File: config.mk
export PLATFORM = sky130hd
export DESIGN_NAME = alu_core
export DESIGN_NICKNAME = d
export VERILOG_FILES = /design/src/rtl/alu_pkg.sv /design/src/rtl/alu_adder.sv /design/src/rtl/alu_core.sv
export SDC_FILE = /design/constraint.sdc
export NUM_CORES = 1
export LEC_CHECK = 0
export CAP_MARGIN = 5
export CORE_UTILIZATION = 55
export CTS_BUF_LIST = sky130_fd_sc_hd__clkbuf_4 sky130_fd_sc_hd__clkbuf_8
export CTS_CLUSTER_DIAMETER = 100
export DETAILED_ROUTE_END_ITERATION = 8
export GPL_TIMING_DRIVEN = 1
export PLACE_DENSITY = 0.86
export SYNTH_ARGS = -nofsm -noshare
export SYNTH_HDL_FRONTEND = slang
export SYNTH_SLANG_ARGS = --single-unit
File: constraint.sdc
create_clock -name clk -period 1.7 [get_ports clk]
set_clock_uncertainty 0.15 [all_clocks]
set_input_delay 0.255 -clock clk [delete_from_list [all_inputs] [get_ports clk]]
set_output_delay 0.255 -clock clk [all_outputs]
set_load 0.01 [all_outputs]
File: src/rtl/alu_pkg.sv
// alu_pkg: shared definitions for the alu_core execute-stage ALU.
//   ALU_WIDTH : default operand/result width
//   alu_op_e  : 3-bit operation encoding
//   is_sub()  : decode of the adder B-inversion / carry-in select
package alu_pkg;

  localparam int ALU_WIDTH = 32;

  typedef enum logic [2:0] {
    OP_AND  = 3'b000,
    OP_OR   = 3'b001,
    OP_ADD  = 3'b010,
    OP_XOR  = 3'b011,
    OP_NOR  = 3'b100,
    OP_SLTU = 3'b101,
    OP_SUB  = 3'b110,
    OP_SLT  = 3'b111
  } alu_op_e;

  // Both compares run through the adder as a subtraction, so they share the
  // B-inversion and carry-in of SUB.
  function automatic logic is_sub(input logic [2:0] op);
    return (op == OP_SLTU) || (op == OP_SUB) || (op == OP_SLT);
  endfunction

endpackage

File: src/rtl/alu_adder.sv
// alu_adder: WIDTH-bit adder with optional B inversion.
//   i_a, i_b      : operands
//   i_b_invert    : 1 selects ~i_b as the second operand
//   i_carry_in    : carry into bit 0
//   o_sum         : WIDTH-bit sum
//   o_carry_out   : carry out of the MSB
//   o_overflow    : raw signed overflow of the operation as performed
module alu_adder #(
  parameter int WIDTH = 32
) (
  input  logic [WIDTH-1:0] i_a,
  input  logic [WIDTH-1:0] i_b,
  input  logic             i_b_invert,
  input  logic             i_carry_in,
  output logic [WIDTH-1:0] o_sum,
  output logic             o_carry_out,
  output logic             o_overflow
);

  logic [WIDTH-1:0] w_bop;
  logic [WIDTH:0]   w_full;

  assign w_bop       = i_b_invert ? ~i_b : i_b;
  assign w_full      = {1'b0, i_a} + {1'b0, w_bop} + {{WIDTH{1'b0}}, i_carry_in};
  assign o_sum       = w_full[WIDTH-1:0];
  assign o_carry_out = w_full[WIDTH];
  // Like-signed operands producing an opposite-signed sum.
  assign o_overflow  = (i_a[WIDTH-1] == w_bop[WIDTH-1]) &&
                       (w_full[WIDTH-1] != i_a[WIDTH-1]);

endmodule

File: src/rtl/alu_core.sv
// alu_core: single-cycle integer ALU with registered result and flags.
//   clk, rst_n        : rising-edge clock, asynchronous active-low reset
//   operation         : function select (alu_op_e encoding)
//   A, B              : operands
//   carry_in, B_invert: combinational adder controls decoded from operation
//   C                 : registered result
//   zero              : registered, set when the registered C is 0
//   overflow          : registered signed overflow (ADD/SUB only)
//   carry_out         : registered adder carry out (ADD/SUB only)
// Build option: define ALU_SAT_EN to saturate ADD/SUB results on signed
// overflow instead of wrapping.
module alu_core
  import alu_pkg::*;
#(
  parameter int WIDTH = ALU_WIDTH
) (
  input  logic             clk,
  input  logic             rst_n,
  input  logic [2:0]       operation,
  input  logic [WIDTH-1:0] A,
  input  logic [WIDTH-1:0] B,
  output logic             carry_in,
  output logic             B_invert,
  output logic [WIDTH-1:0] C,
  output logic             zero,
  output logic             overflow,
  output logic             carry_out
);

  logic [WIDTH-1:0] w_sum;
  logic             w_cout;
  logic             w_ovf_raw;
  logic [WIDTH-1:0] w_result_p0;
  logic             w_ovf_p0;
  logic             w_cout_p0;

  logic [WIDTH-1:0] r_result_p1;
  logic             r_zero_p1;
  logic             r_ovf_p1;
  logic             r_cout_p1;

`ifdef ALU_SAT_EN
  // Clamp to the signed extreme on overflow; the sign of A tells which way
  // the true result went, since both adder operands share that sign.
  function automatic logic [WIDTH-1:0] saturate(input logic [WIDTH-1:0] sum,
                                                input logic             ovf,
                                                input logic             a_msb);
    if (!ovf) return sum;
    return a_msb ? {1'b1, {(WIDTH-1){1'b0}}} : {1'b0, {(WIDTH-1){1'b1}}};
  endfunction
`endif

  assign B_invert = is_sub(operation);
  assign carry_in = is_sub(operation);

  alu_adder #(
    .WIDTH(WIDTH)
  ) u_adder (
    .i_a        (A),
    .i_b        (B),
    .i_b_invert (B_invert),
    .i_carry_in (carry_in),
    .o_sum      (w_sum),
    .o_carry_out(w_cout),
    .o_overflow (w_ovf_raw)
  );

  // ---- stage p0: operation mux ----
  always_comb begin
    w_result_p0 = '0;
    w_ovf_p0    = 1'b0;
    w_cout_p0   = 1'b0;
    case (alu_op_e'(operation))
      OP_AND:  w_result_p0 = A & B;
      OP_OR:   w_result_p0 = A | B;
      OP_XOR:  w_result_p0 = A ^ B;
      OP_NOR:  w_result_p0 = ~(A | B);
      OP_ADD, OP_SUB: begin
`ifdef ALU_SAT_EN
        w_result_p0 = saturate(w_sum, w_ovf_raw, A[WIDTH-1]);
`else
        w_result_p0 = w_sum;
`endif
        w_ovf_p0    = w_ovf_raw;
        w_cout_p0   = w_cout;
      end
      // Unsigned A < B exactly when A - B borrows, i.e. no carry out.
      OP_SLTU: w_result_p0 = {{(WIDTH-1){1'b0}}, ~w_cout};
      // Sign of the difference, corrected when the subtraction overflowed.
      OP_SLT:  w_result_p0 = {{(WIDTH-1){1'b0}}, w_sum[WIDTH-1] ^ w_ovf_raw};
      default: w_result_p0 = '0;
    endcase
  end

  // ---- stage p1: registered result and flags ----
  always_ff @(posedge clk or negedge rst_n) begin
    if (!rst_n) begin
      r_result_p1 <= '0;
      r_zero_p1   <= 1'b0;
      r_ovf_p1    <= 1'b0;
      r_cout_p1   <= 1'b0;
    end else begin
      r_result_p1 <= w_result_p0;
      r_zero_p1   <= (w_result_p0 == '0);
      r_ovf_p1    <= w_ovf_p0;
      r_cout_p1   <= w_cout_p0;
    end
  end

  assign C         = r_result_p1;
  assign zero      = r_zero_p1;
  assign overflow  = r_ovf_p1;
  assign carry_out = r_cout_p1;

endmodule

==> out/qor.csv, run 1 <==
metric,value,unit
synth_area,5790,µm²
error,"[ERROR DPL-0038] Utilization greater than 100%, impossible to legalize",
cts_hold_buf,1,
ios,106,
synth_top_family_by_area,compound AO/OA/AOI/OAI gates,
cts_buffers,5,
synth_fa_ha_area_share,21.1,%
yosysSeqAreaShare,15.1,%
clock_path_buffers,2,
synth_compound_area_share,24.1,%
place_hpwl,19800,µm
initial_core_util,56.4,%
gp_congestion,1.01,
cts_resized,218,
num_rows,37,
synthMuxAreaShare,6.48,%
synth_cell_types,76,
stop_stage,clock tree synthesis (4_1_cts),
postSynthCellCount,745,
numClockSinks,35,
syn_avg_cell_area,7.78,µm²
io_buffer_count,105,
synth_seq_cells,35,
synth_edf_count,0,
dieWidth,105,µm
die_h,105,µm
synthArstFlopShare,100,%
synth_flop_cell,dfrtp_1,
syn_nets,911,
synthSimpleGateAreaFrac,15.1,%
outcome,did not finish,
synthXorXnorAreaFrac,8.16,%
yosysWarnings,0,
post_cts_buffers,62,
dp_cells,1190,
clockRootBuffer,clkbuf_8,
htree_levels,2,
## synthesized netlist by cell type, types with 3 or more instances
master	instances	area (µm²)
nor2_1	35	131
buf_2	12	60.1
xnor2_1	48	420
nor3_1	11	55.1
o21a_1	7	52.6
a211o_1	3	26.3
nand3_1	14	70.1
a2111oi_0	4	35.0
or3_1	7	43.8
o22ai_1	4	25.0
a22oi_1	22	165
inv_1	103	387
a221oi_1	3	26.3
dfrtp_1	35	876
buf_4	3	22.5
a41oi_1	3	26.3
ha_1	96	1200
a21oi_1	44	220
clkbuf_1	24	90.1
nand2_1	58	218
mux2i_1	36	360
a31oi_1	3	18.8
nand3b_1	3	22.5
a21o_1	8	60.1
o21bai_1	6	45.0
xor2_1	6	52.6
and2_1	5	31.3
and3_1	4	25.0
o21ai_0	53	265
o221ai_1	6	52.6
o211ai_1	7	52.6
nor2b_1	5	31.3
nand4_1	9	56.3
## through the flow
step	setup TNS (ns)	setup WS [ns]	instance area, µm²
3_5_place_dp	-62.40	-2.48	8980
3_3_place_gp	-57.04	-2.23	8980
2_1_floorplan	-34.87	-1.71	6170
## logic make-up after synthesis
kind of cell	Yosys count
compound gates	205
xor+xnor	54
fa+ha+maj	97
buf+inv	146
flops	35
mux	37
simple gates	171
==> inputs of run 2 (changes only) <==
--- a/config.mk
+++ b/config.mk
@@ -6,12 +6,10 @@
 export NUM_CORES = 1
 export LEC_CHECK = 0
 export CAP_MARGIN = 5
-export CORE_UTILIZATION = 55
-export CTS_BUF_LIST = sky130_fd_sc_hd__clkbuf_4 sky130_fd_sc_hd__clkbuf_8
-export CTS_CLUSTER_DIAMETER = 100
+export CORE_UTILIZATION = 40
 export DETAILED_ROUTE_END_ITERATION = 8
 export GPL_TIMING_DRIVEN = 1
-export PLACE_DENSITY = 0.86
+export PLACE_DENSITY_LB_ADDON = 0.15
 export SYNTH_ARGS = -nofsm -noshare
 export SYNTH_HDL_FRONTEND = slang
 export SYNTH_SLANG_ARGS = --single-unit
==> out/qor.csv, run 2 <==
metric,value,unit,change
dpl_cell_area,9200,µm²,+2.4%
htree_levels,2,,unchanged
peakVddDrop,0.000493,V,
wl_per_cell,19.0,µm,
violations,setup timing,,
cts_buffers,5,,unchanged
synth_flop_cell,dfrtp_1,,
synth.largest_area_cell,ha_1,,
yosysTopAreaCellShare,20.7,%,unchanged
tightest_slew,0.789,ns,
slowest_stage,a221oi_4,,
crit_buf_inv,2,,
outcome,finished with violations,,
io_buffer_count,105,,unchanged
whs,0.275,ns,
required,1.77,ns,
clk_pin_slew,0.07,ns,
synth_cell_types,76,,unchanged
synthTopCellsByArea,"ha_1, dfrtp_1, xnor2_1, inv_1, mux2i_1",,
numClockSinks,35,,unchanged
initial_core_util,41.4,%,-15 points
final_cell_mix,"buf_4, inv_1, clkdlybuf4s50_1, ha_1, nand2_1",,
num_rows,43,,+16%
post-route-period-util,203,%,
drive_gt1_share,44.0,%,
holdCritPathClass,primary input to async pin,,
route.detailed.drc,0,,
fmax,289,MHz,
crit_cells,15,,
postRouteAntennaNets,0,,
layout.nets,1293,,
rsz0062_at_grt,true,,
grt_usage,32.2,%,
die_h,122,µm,+17%
syn_nets,911,,unchanged
yosysSeqAreaShare,15.1,%,unchanged
design.core.area,14000,µm²,
grt_overflow,0,,
wl,24900,µm,
postSynthCellCount,745,,unchanged
dp_slack,-2.37,ns,+0.102 ns
clockRootBuffer,clkbuf_16,,
viasPerCell,5.54,,
share_comb_of_total_power,69.9,%,
cts_tree,yes,,
crit_path_max_fanout,8,,
antenna_found_initial,0,,
dieWidth,122,µm,+17%
crit_path_frequent_cell,nand4b_1,,
sw_frac_of_total,39.6,%,
synth_edf_count,0,,unchanged
crit_family,compound AO/OA/AOI/OAI gates,,
drv_cap,0,,
grt_pass1_wl,37000,µm,
place_hpwl,17800,µm,-10%
crit_path_cell_trace,"buf_6, o21a_4, buf_12, xnor2_1, ha_1, a41oi_4, o21ai_2, a221oi_4, o21ai_1, xnor2_2, a2111oi_4, nand4b_1, and4bb_1, nand4b_1, nor3_2",,
p_per_area,661,nW/µm²,
p_leak,0.00519,µW,
cp-start-kind,primary input,,
synth.most_common_cell,inv_1,,
die-area,15000,µm²,
grt_pass1_vias,7391,,
ios,106,,unchanged
synth_area,5790,µm²,unchanged
drv_slew,0,,
critPathLaunch,operation[0],,
slowest_delay,0.38,ns,
relSlewSlack,47.4,%,
area_delta_synth_final,85.5,%,
netSwitchingPower,2810,µW,
fin_ws,-1.76,ns,
synth_seq_cells,35,,unchanged
clock_path_buffers,2,,unchanged
final_common_cell,buf_4,,
grt_max_degree,52,,
endpoint_kind,flop,,
drt_pass1_iterations,5,,
hold_viol_final,0,,
synthArstFlopShare,100,%,unchanged
seqPwrFrac,14.0,%,
clock_power_share,16.1,%,
p_int,4290,µW,
gp_congestion,0.967,,-4.2%
setup_violations,35,,
yosysWarnings,0,,unchanged
fin_area,10700,µm²,
drt_iter0_drc,489,,
syn_avg_cell_area,7.78,µm²,unchanged
critical_path_class,primary input to flop,,
num_vias,7254,,
dp_cells,1252,,+5.2%
largest_register_ffs,32,,
fin_crit,3.46,ns,
synthTopCellsByCount,"inv_1, ha_1, nand2_1",,
stdcell_count,1309,,
arrival,3.53,ns,
n_fill_cell,954,,
run 2: cell counts after synthesis:
No cell type changed its count.
run 2: power by group through the flow:
stage / Clock [µW] / Combinational [µW] / Sequential (µW)
2_1_floorplan: 0 / 1920 / 1080
3_3_place_gp: 0 / 3810 / 1000
3_5_place_dp: 0 / 3870 / 1010
4_1_cts: 1160 / 4430 / 995
5_1_grt: 1190 / 5270 / 1000
6_report: 1150 / 4970 / 993
run 2: cells by family after synthesis:
logic type | after synthesis | share of synthesized area [%]
AO/OA/AOI/OAI | 205 | 24.1
AND/OR/NAND/NOR | 171 | 15.1
buffers and inverters | 146 | 10.1
adder cells (fa/ha/maj) | 97 | 21.1
XOR/XNOR | 54 | 8.16
multiplexers | 37 | 6.48
flip-flops | 35 | 15.1
run 2: layout make-up:
cell class              instances  area (µm²)  area share (%)
well taps                     180         225            2.10
inverters                     103         389            3.62
multi-input cells             564        5500            51.1
clock inverters                 3        43.8           0.407
clock buffers                   5         125            1.16
flip-flops and latches         35         876            8.15
repair buffers                418        3590            33.4
diodes                          1        2.50          0.0233
run 2: worst paths after layout:
path                         end
max in group asynchronous   C[1]
min                        C[24]
min in group clk            C[2]
max                         zero
run 2: timing repair:
item,in CTS,in global routing
hold buffers,1,0
hold endpoints to repair,13,0
setup endpoints to repair,37,35
pin swaps,79,75
gates cloned,1,0
gates resized for setup,134,87
setup buffers,36,16
run 2: routing by layer:
layer | vias up | share of wire [%] | GRT usage [%]
met5 | - | 0 | 0
met4 | 0 | 4.2 | 14.9
met3 | 85 | 6.0 | 5.20
met2 | 277 | 50 | 57.8
met1 | 3489 | 39 | 37.2
li1 | 3403 | - | -
run 2: stage by stage:
step                      total power (µW)  util (%)  setup TNS [ns]
after global routing                  7460      76.8          -39.44
after floorplan                       3000         -          -34.87
after detailed placement              4880      65.8          -61.34
after CTS                             6580      73.0          -35.76
final                                 7110      76.8          -36.87
after global placement                4820      65.8          -59.52
(Power assumes the default switching activity.)
==> inputs of run 3 (changes only) <==
--- a/config.mk
+++ b/config.mk
@@ -7,6 +7,7 @@
 export LEC_CHECK = 0
 export CAP_MARGIN = 5
 export CORE_UTILIZATION = 40
+export CTS_BUF_LIST = sky130_fd_sc_hd__clkbuf_2 sky130_fd_sc_hd__clkbuf_4 sky130_fd_sc_hd__clkbuf_8
 export DETAILED_ROUTE_END_ITERATION = 8
 export GPL_TIMING_DRIVEN = 1
 export PLACE_DENSITY_LB_ADDON = 0.15
==> out/qor.csv, run 3 (synthesis gave the netlist of run 2 again) <==
metric,value,unit,change
outcome,finished with violations,,
violations,setup timing,,
drt_pass1_iterations,7,,+2
stdcell_count,1314,,+0.38%
route.detailed.drc,0,,unchanged
tightest_slew,0.810,ns,+0.0208 ns
power,7180,µW,+1.0%
layout.nets,1299,,+0.46%
fin_crit,3.39,ns,-0.0675 ns
n_antenna_cell,0,,-1
hold_viol_final,0,,unchanged
dp_cells,1252,,unchanged
grt_max_degree,52,,unchanged
post-route-period-util,199,%,-4.0 points
drv_slew,0,,unchanged
cts_buffers,5,,unchanged
num_rows,43,,unchanged
drv_cap,0,,unchanged
numClockSinks,35,,unchanged
drt_iter0_drc,563,,+15%
postRouteAntennaNets,0,,unchanged
cp-start-kind,primary input,,
endpoint_kind,flop,,
design.core.area,14000,µm²,unchanged
crit_path_max_fanout,6,,-2
fin_util,78.7,%,+1.9 points
fin_setup_tns,-36.20,ns,+0.665 ns
n_fill_cell,899,,-5.8%
critical_path_class,primary input to flop,,
p_per_area,652,nW/µm²,-1.4%
dpl_cell_area,9200,µm²,unchanged
drive_gt1_share,46.1,%,+2.1 points
die_h,122,µm,unchanged
arrival,3.50,ns,-0.03 ns
initial_core_util,41.4,%,unchanged
gp_congestion,0.967,,unchanged
clk_pin_slew,0.09,ns,+0.02 ns
clock_path_buffers,2,,unchanged
rsz0062_at_grt,true,,
antenna_found_initial,1,,+1
htree_levels,2,,unchanged
fin_ws,-1.69,ns,+0.0675 ns
grt_overflow,0,,unchanged
dieWidth,122,µm,unchanged
die-area,15000,µm²,unchanged
wl,26300,µm,+5.7%
required,1.81,ns,+0.04 ns
cts_tree,yes,,
area_delta_synth_final,90.1,%,
place_hpwl,17800,µm,unchanged
ios,106,,unchanged
final_common_cell,buf_4,,
io_buffer_count,105,,unchanged
peakVddDrop,0.000395,V,-20%
grt_usage,32.1,%,-0.10 points
fmax,295,MHz,+2.0%
crit_path_frequent_cell,buf_6,,
num_vias,7461,,+2.9%
slowest_stage,or4b_4,,
relSlewSlack,46.0,%,-1.4 points
viasPerCell,5.68,,+2.5%
slowest_delay,0.56,ns,+0.18 ns
grt_pass1_vias,7351,,-0.54%
grt_pass1_wl,37000,µm,about the same
setup_violations,35,,unchanged
crit_family,simple AND/OR/NAND/NOR gates,,
crit_path_cell_trace,"buf_6, o21a_4, buf_6, xnor2_2, ha_2, or2_1, o221a_4, o211ai_1, a21oi_2, or4b_4, nand2_4, mux2i_1, nand4_1, nand4bb_1, nor3_2",,
wl_per_cell,20.0,µm,+5.3%
crit_buf_inv,2,,unchanged
final_cell_mix,"buf_4, inv_1, clkdlybuf4s50_1, ha_1, nand2_1",,
fin_area,11000,µm²,+2.5%
largest_register_ffs,32,,unchanged
holdCritPathClass,primary input to async pin,,
p_leak,0.00528,µW,+1.8%
clockRootBuffer,clkbuf_8,,
run 3: final timing paths:
kind / startpoint / to / slack (ns) / depth (start not counted)
min in group clk: operation[1] / C[2] / 0.37 / 3
min: rst_n / C[24] / 0.24 / 2
max in group asynchronous: rst_n / zero / 0.69 / 3
max: operation[0] / zero / -1.69 / 15
run 3: area by class of cell:
cell class / count / area [µm²] / area share [%]
multi-input combinational: 564 / 5720 / 52.0
timing repair buffer: 424 / 3690 / 33.5
sequential: 35 / 876 / 7.95
inverter: 103 / 387 / 3.51
tap: 180 / 225 / 2.04
clock buffer: 5 / 68.8 / 0.625
clock inverter: 3 / 43.8 / 0.398
run 3: metrics by stage:
| stage | worst slack (ns) | hold WS (ns) |
|---|---|---|
| 2_1_floorplan | -1.71 | -0.191 |
| 3_3_place_gp | -2.34 | 0.0598 |
| 3_5_place_dp | -2.37 | 0.0698 |
| 4_1_cts | -1.66 | 0.256 |
| 5_1_grt | -1.77 | 0.298 |
| 6_report | -1.69 | 0.238 |
run 3: what timing repair did:
item	in CTS	in global routing
gates resized for setup	124	144
pin swaps	74	74
endpoints found under the hold margin	13	0
hold buffers	1	0
setup buffers	37	26
setup endpoints to repair	37	35
gates cloned	1	0
run 3: metal layers:
layer	share of wire [%]	GRT usage, %
met1	39	37.4
met2	50	58.9
met3	6.3	3.86
met4	4.7	13.6
met5	0	0
run 3: report_power, final:
group	switching [µW]	leakage (µW)	internal [µW]
combinational	2490	0.00478	2810
sequential	38.2	0.000443	957
clock	445	0.0000581	439
==> inputs of run 4 (changes only) <==
--- a/config.mk
+++ b/config.mk
@@ -5,7 +5,9 @@
 export SDC_FILE = /design/constraint.sdc
 export NUM_CORES = 1
 export LEC_CHECK = 0
-export CAP_MARGIN = 5
+export CAP_MARGIN = 20
+export CELL_PAD_IN_SITES_DETAIL_PLACEMENT = 0
+export CELL_PAD_IN_SITES_GLOBAL_PLACEMENT = 1
 export CORE_UTILIZATION = 40
 export CTS_BUF_LIST = sky130_fd_sc_hd__clkbuf_2 sky130_fd_sc_hd__clkbuf_4 sky130_fd_sc_hd__clkbuf_8
 export DETAILED_ROUTE_END_ITERATION = 8
==> out/qor.csv, run 4 (synthesis gave the netlist of run 2 again) <==
metric,value,unit,change
outcome,finished with violations,,
violations,setup timing,,
rsz0062_at_grt,true,,
area_delta_synth_final,92.9,%,
grt_max_degree,34,,-35%
dp_cells,1250,,-0.16%
endpoint_kind,flop,,
relSlewSlack,55.9,%,+9.9 points
numClockSinks,35,,unchanged
final_common_cell,buf_4,,
arrival,3.58,ns,+0.08 ns
n_antenna_cell,0,,unchanged
share_comb_of_total_power,74.2,%,+0.4 points
design.core.area,14000,µm²,unchanged
fmax,287,MHz,-2.6%
grt_usage,32.5,%,+0.33 points
required,1.80,ns,about the same
wl_per_cell,19.5,µm,-2.4%
final_cell_mix,"buf_4, clkdlybuf4s50_1, inv_1, ha_1, buf_6",,
gp_congestion,0.967,,about the same
grt_pass1_vias,7298,,-0.72%
sw_frac_of_total,40.7,%,-0.76 points
p_leak,0.00528,µW,about the same
setup_violations,35,,unchanged
cts_buffers,5,,unchanged
dp_slack,-2.58,ns,-0.207 ns
peakVddDrop,0.000336,V,-15%
route.detailed.drc,0,,unchanged
post-route-period-util,205,%,+5.3 points
clk_pin_slew,0.09,ns,about the same
fin_crit,3.48,ns,+0.0898 ns
clockRootBuffer,clkbuf_8,,
drv_slew,0,,unchanged
p_int,4270,µW,+1.5%
htree_levels,2,,unchanged
crit_path_max_fanout,8,,+2
largest_register_ffs,32,,unchanged
viasPerCell,5.56,,-2.0%
num_vias,7300,,-2.2%
wl,25600,µm,-2.6%
num_rows,43,,unchanged
drt_iter0_drc,512,,-9.1%
drv_cap,0,,unchanged
fin_ws,-1.78,ns,-0.0898 ns
drt_pass1_iterations,5,,-2
cts_tree,yes,,
critical_path_class,primary input to flop,,
io_buffer_count,105,,unchanged
layout.nets,1297,,-0.15%
die-area,15000,µm²,unchanged
fin_area,11200,µm²,+1.4%
tightest_slew,0.655,ns,-0.155 ns
holdCritPathClass,primary input to async pin,,
hold_viol_final,0,,unchanged
netSwitchingPower,2920,µW,-1.7%
dieWidth,122,µm,unchanged
clock_power_share,12.0,%,-0.3 points
die_h,122,µm,unchanged
seqPwrFrac,13.8,%,about the same
p_per_area,644,nW/µm²,-1.2%
postRouteAntennaNets,0,,unchanged
fin_setup_tns,-36.22,ns,-0.0173 ns
stdcell_count,1312,,-0.15%
grt_pass1_wl,37000,µm,about the same
antenna_found_initial,0,,-1
grt_overflow,0,,unchanged
drive_gt1_share,47.6,%,+1.5 points
cp-start-kind,primary input,,
ios,106,,unchanged
dpl_cell_area,9170,µm²,-0.30%
clock_path_buffers,2,,unchanged
place_hpwl,17800,µm,about the same
initial_core_util,41.4,%,unchanged
[run 4: cell count changes in the layout (fill, tap and decap cells not counted), sizes merged]
cell / change
clkdlybuf4s50: +4
buf: -2
dlygate4sd2: -2
dlymetal6s2s: -2
clkbuf: +1
clkinv: -1
[run 4: worst max-delay path, stage by stage]
cell and delay [ns]:
buf_8 0.10, o21a_4 0.27, buf_12 0.18, xnor2_4 0.16
ha_4 0.23, buf_6 0.11, a41oi_2 0.22, o21ai_2 0.11
a221oi_4 0.39, buf_4 0.20, xnor2_2 0.06, o21ba_4 0.24
a2111oi_4 0.22, nand4b_1 0.19, and4bb_1 0.34, nand4b_1 0.14
nor3_2 0.14
[run 4: final cells by class]
cell class | instances | area [µm²]
clock inverters | 2 | 35.0
multi-input cells | 564 | 5860
clock buffers | 6 | 82.6
repair buffers | 422 | 3710
fillers | 881 | 2810
inverters | 103 | 387
well taps | 180 | 225
flip-flops and latches | 35 | 876
[run 4: repair_timing]
item	in CTS	in global routing
hold buffers	1	0
cloned	2	0
setup buffers	40	26
resized for setup	142	155
hold endpoints to repair	14	0
pin swaps	69	97
setup endpoints to repair	37	35
[run 4: worst paths after layout]
path                               from    end  slack, ns  cells past startpoint
setup / recovery           operation[1]   zero      -1.78                     17
hold / removal                    rst_n  C[13]       0.25                      2
min in group clk                   B[1]   C[1]       0.39                      4
max in group asynchronous         rst_n  C[14]       0.68                      3
[run 4: power by group through the flow]
stage,Combinational (µW),Clock [µW],Sequential (µW)
final,5330,862,995
after global routing,5620,901,1010
after CTS,4480,864,997
after detailed placement,3870,0,1010
after global placement,3820,0,1010
after floorplan,1920,0,1080
[run 4: per-stage QoR]
stage	total power, µW	utilization, %	hold slack [ns]
after global placement	4820	65.6	0.0602
after CTS	6340	73.0	0.250
after floorplan	3000	-	-0.191
final	7190	79.9	0.250
after global routing	7530	79.9	0.298
after detailed placement	4880	65.6	0.0678
[run 4: per-layer routing]
layer	wire length, µm	global-route usage, %	vias to the layer above
met3	1270	4.41	78
met2	12700	57.1	302
met1	10500	39.3	3519
li1	-	-	3401
met5	0	0	-
met4	1190	14.0	0
==> edit: new RTL, config.mk and constraints of run 4 <==
The package constant `ALU_WIDTH` goes from 32 to 28.
--- a/src/rtl/alu_pkg.sv
+++ b/src/rtl/alu_pkg.sv
@@ -5,5 +5,5 @@
 package alu_pkg;
 
-  localparam int ALU_WIDTH = 32;
+  localparam int ALU_WIDTH = 28;
 
   typedef enum logic [2:0] {
Ports: changed (resized A, B and C); port bits go from 106 to 94. The function was not compared with the original's and may differ.
==> edit against run 4 <==
The run still ends with setup timing left; area after synthesis shrank 19%; sequential cell count fell by 4; setup slack got worse by 0.11 ns; power is 23% lower; sequential power shrank 12%; design area decreased by 23%; wire length is 27% lower; core utilization down 4.7 points; critical endpoint unchanged; highest routed layer unchanged.
==> edit: results (changes against run 4) <==
Run status
  • Status: finished, violations left
  • Failing checks: setup timing

Place
  • Area post-placement: 7250 sq um (-21%)
  • Post-Place Cells: 984 (-21%)
  • Pre-CTS WS: -2.88 ns (-0.294 ns)
  • Post-DP HPWL: 13.3 mm (-25%)
  • Gpl congestion: 0.922 (-4.7%)
  • PortBufs: 93 (-11%)

STA
  • Final setup viols: 31 (-11%)
  • WHS: 0.176 ns (-0.0749 ns)
  • Slew margin rel.: 54.3% (-1.6 points)
  • Total negative slack: -33.22 ns (+3.00 ns)
  • Final WS setup: -1.89 ns (-0.111 ns)

Detailed routing
  • DRT iter0 DRCs: 238 (-54%)
  • DR pass1 iterations: 6 (+1)
  • Avg Vias per Cell: 5.37 (-3.5%)
  • DRC: 0 (unchanged)
  • Routed WL: 18.6 mm (-27%)
  • Vias: 5,524 (-24%)

CTS
  • CTS max path bufs: 2 (unchanged)
  • Clock slew at reported path FFs: roughly 0.08 ns

Min path
  • Worst hold path type: input pin to async pin

Pwr
  • Static leakage: 4.22 nW (-20%)
  • Power per standard cell area: 639 nW/um^2 (-0.74%)
  • Worst VDD drop: 462 uV (+38%)
  • Sw power: 2.15 mW (-26%)

Finish
  • Largest register FFs: 28 (-13%)
  • Final core utilization: 75.2% (-4.7 points)
  • Filler cells: 832 (-5.6%)
  • Share of cells above drive strength 1: 42.0% (-5.6 points)
  • Nets: 1,031 (-21%)

Logic synthesis
  • Most instantiated cells after synthesis: inv_1 (88), ha_1 (84), xnor2_1 (39), nand2_1 (38), o21ai_0 (34)
  • Post-synthesis xor/xnor area fraction: 8.93% (+0.77 points)
  • Syn Nets: 727 (-20%)
  • Post-Synth Adder-Cell Area: 22.7% (+1.7 points)
  • Yosys warns: 0 (unchanged)
  • Synth area leaders: ha_1 (22%), dfrtp_1 (16%), xnor2_1 (7.3%)
  • Yosys cell types: 73 (-3.9%)
  • Syn avg cell area: 8.10 sq um (+4.2%)
  • Mux share of post-synthesis cell area: 5.55% (-0.92 points)
  • Synth top area share: 22.3% (+1.6 points)
  • Synth Area in Compound Gates: 23.6% (-0.46 points)
  • Seq/Total Area, Yosys: 16.5% (+1.4 points)

Worst setup path
  • Arrival time worst endpoint: 3.65 ns (+0.07 ns)
  • Critical path peak fanout: 5 (-3)
  • Slowest library cell on the worst path: fa_2

Global route
  • GR Util All Layers: 30.2% (-2.3 points)
  • First-pass GRT wire length: 29.1 mm (-21%)
  • Largest net degree at the start of global routing: 46 (+35%)
  • Vias in the first global route: 5,635 (-23%)
==> edit: changes by cell type after synthesis, moves of 10 or more <==
cell      before  now
clkbuf_1      24   11
a21oi_1       44   32
ha_1          96   84
nand2_1       58   38
mux2i_1       36   25
o21ai_0       53   34
nor2_1        35   25
inv_1        103   88
==> edit: layer usage <==
| layer | vias up | share of wire (%) | track usage, % |
|---|---|---|---|
| li1 | 2638 | - | - |
| met1 | 2674 | 41 | 36.4 |
| met2 | 173 | 51 | 54.3 |
| met3 | 39 | 5.1 | 3.95 |
| met4 | 0 | 3.0 | 10.8 |
| met5 | - | 0 | 0 |
==> edit: how the worst max path moves through the flow <==
stage | start | to | slack (ns) | cells after the start
final | operation[1] | zero$_DFF_PN0_ | -1.89 | 19
after floorplan | operation[0] | zero$_DFF_PN0_ | -1.92 | 16
after global routing | operation[1] | zero$_DFF_PN0_ | -2.04 | 19
after CTS | operation[1] | zero$_DFF_PN0_ | -1.87 | 16
after detailed placement | operation[1] | zero$_DFF_PN0_ | -2.88 | 15
after global placement | operation[1] | zero$_DFF_PN0_ | -2.86 | 15
==> edit: logic make-up after synthesis <==
family	count (synthesis)
compound gates	159
xor+xnor	48
fa+ha+maj	85
buf+inv	113
flops	31
mux	26
simple gates	119
==> edit: area by class of cell <==
| type | instances | share of cell area, % |
|---|---|---|
| multi-input cells | 437 | 50.9 |
| repair buffers | 322 | 32.8 |
| flip-flops and latches | 31 | 9.00 |
| inverters | 88 | 3.83 |
| well taps | 143 | 2.08 |
| clock buffers | 6 | 0.958 |
| clock inverters | 2 | 0.406 |
==> edit: worst max-delay path: cells and delay by family <==
kind                       cells  cell delay (ns)
xor gates and xnor gates       1             0.25
buffers and inverters          7             0.94
adders and majority gates      1             0.38
and+or+nand+nor                2             0.47
AOI/OAI and AO/OA              8             1.35
==> edit: repair_timing <==
| item | 4_1_cts | 5_1_grt |
|---|---|---|
| endpoints found under the setup margin | 33 | 33 |
| pin swaps | 84 | 75 |
| cloned | 1 | 0 |
| gates resized for setup | 145 | 65 |
| setup buffers | 34 | 19 |
==> edit: power by group through the flow <==
stage               clock (mW)  combinational [mW]  sequential [mW]
finish                   0.822                3.81            0.874
global route             0.865                4.06            0.885
CTS                      0.840                3.47            0.876
detailed placement           0                2.85            0.890
global placement             0                2.81            0.883
floorplan                    0                1.33            0.947
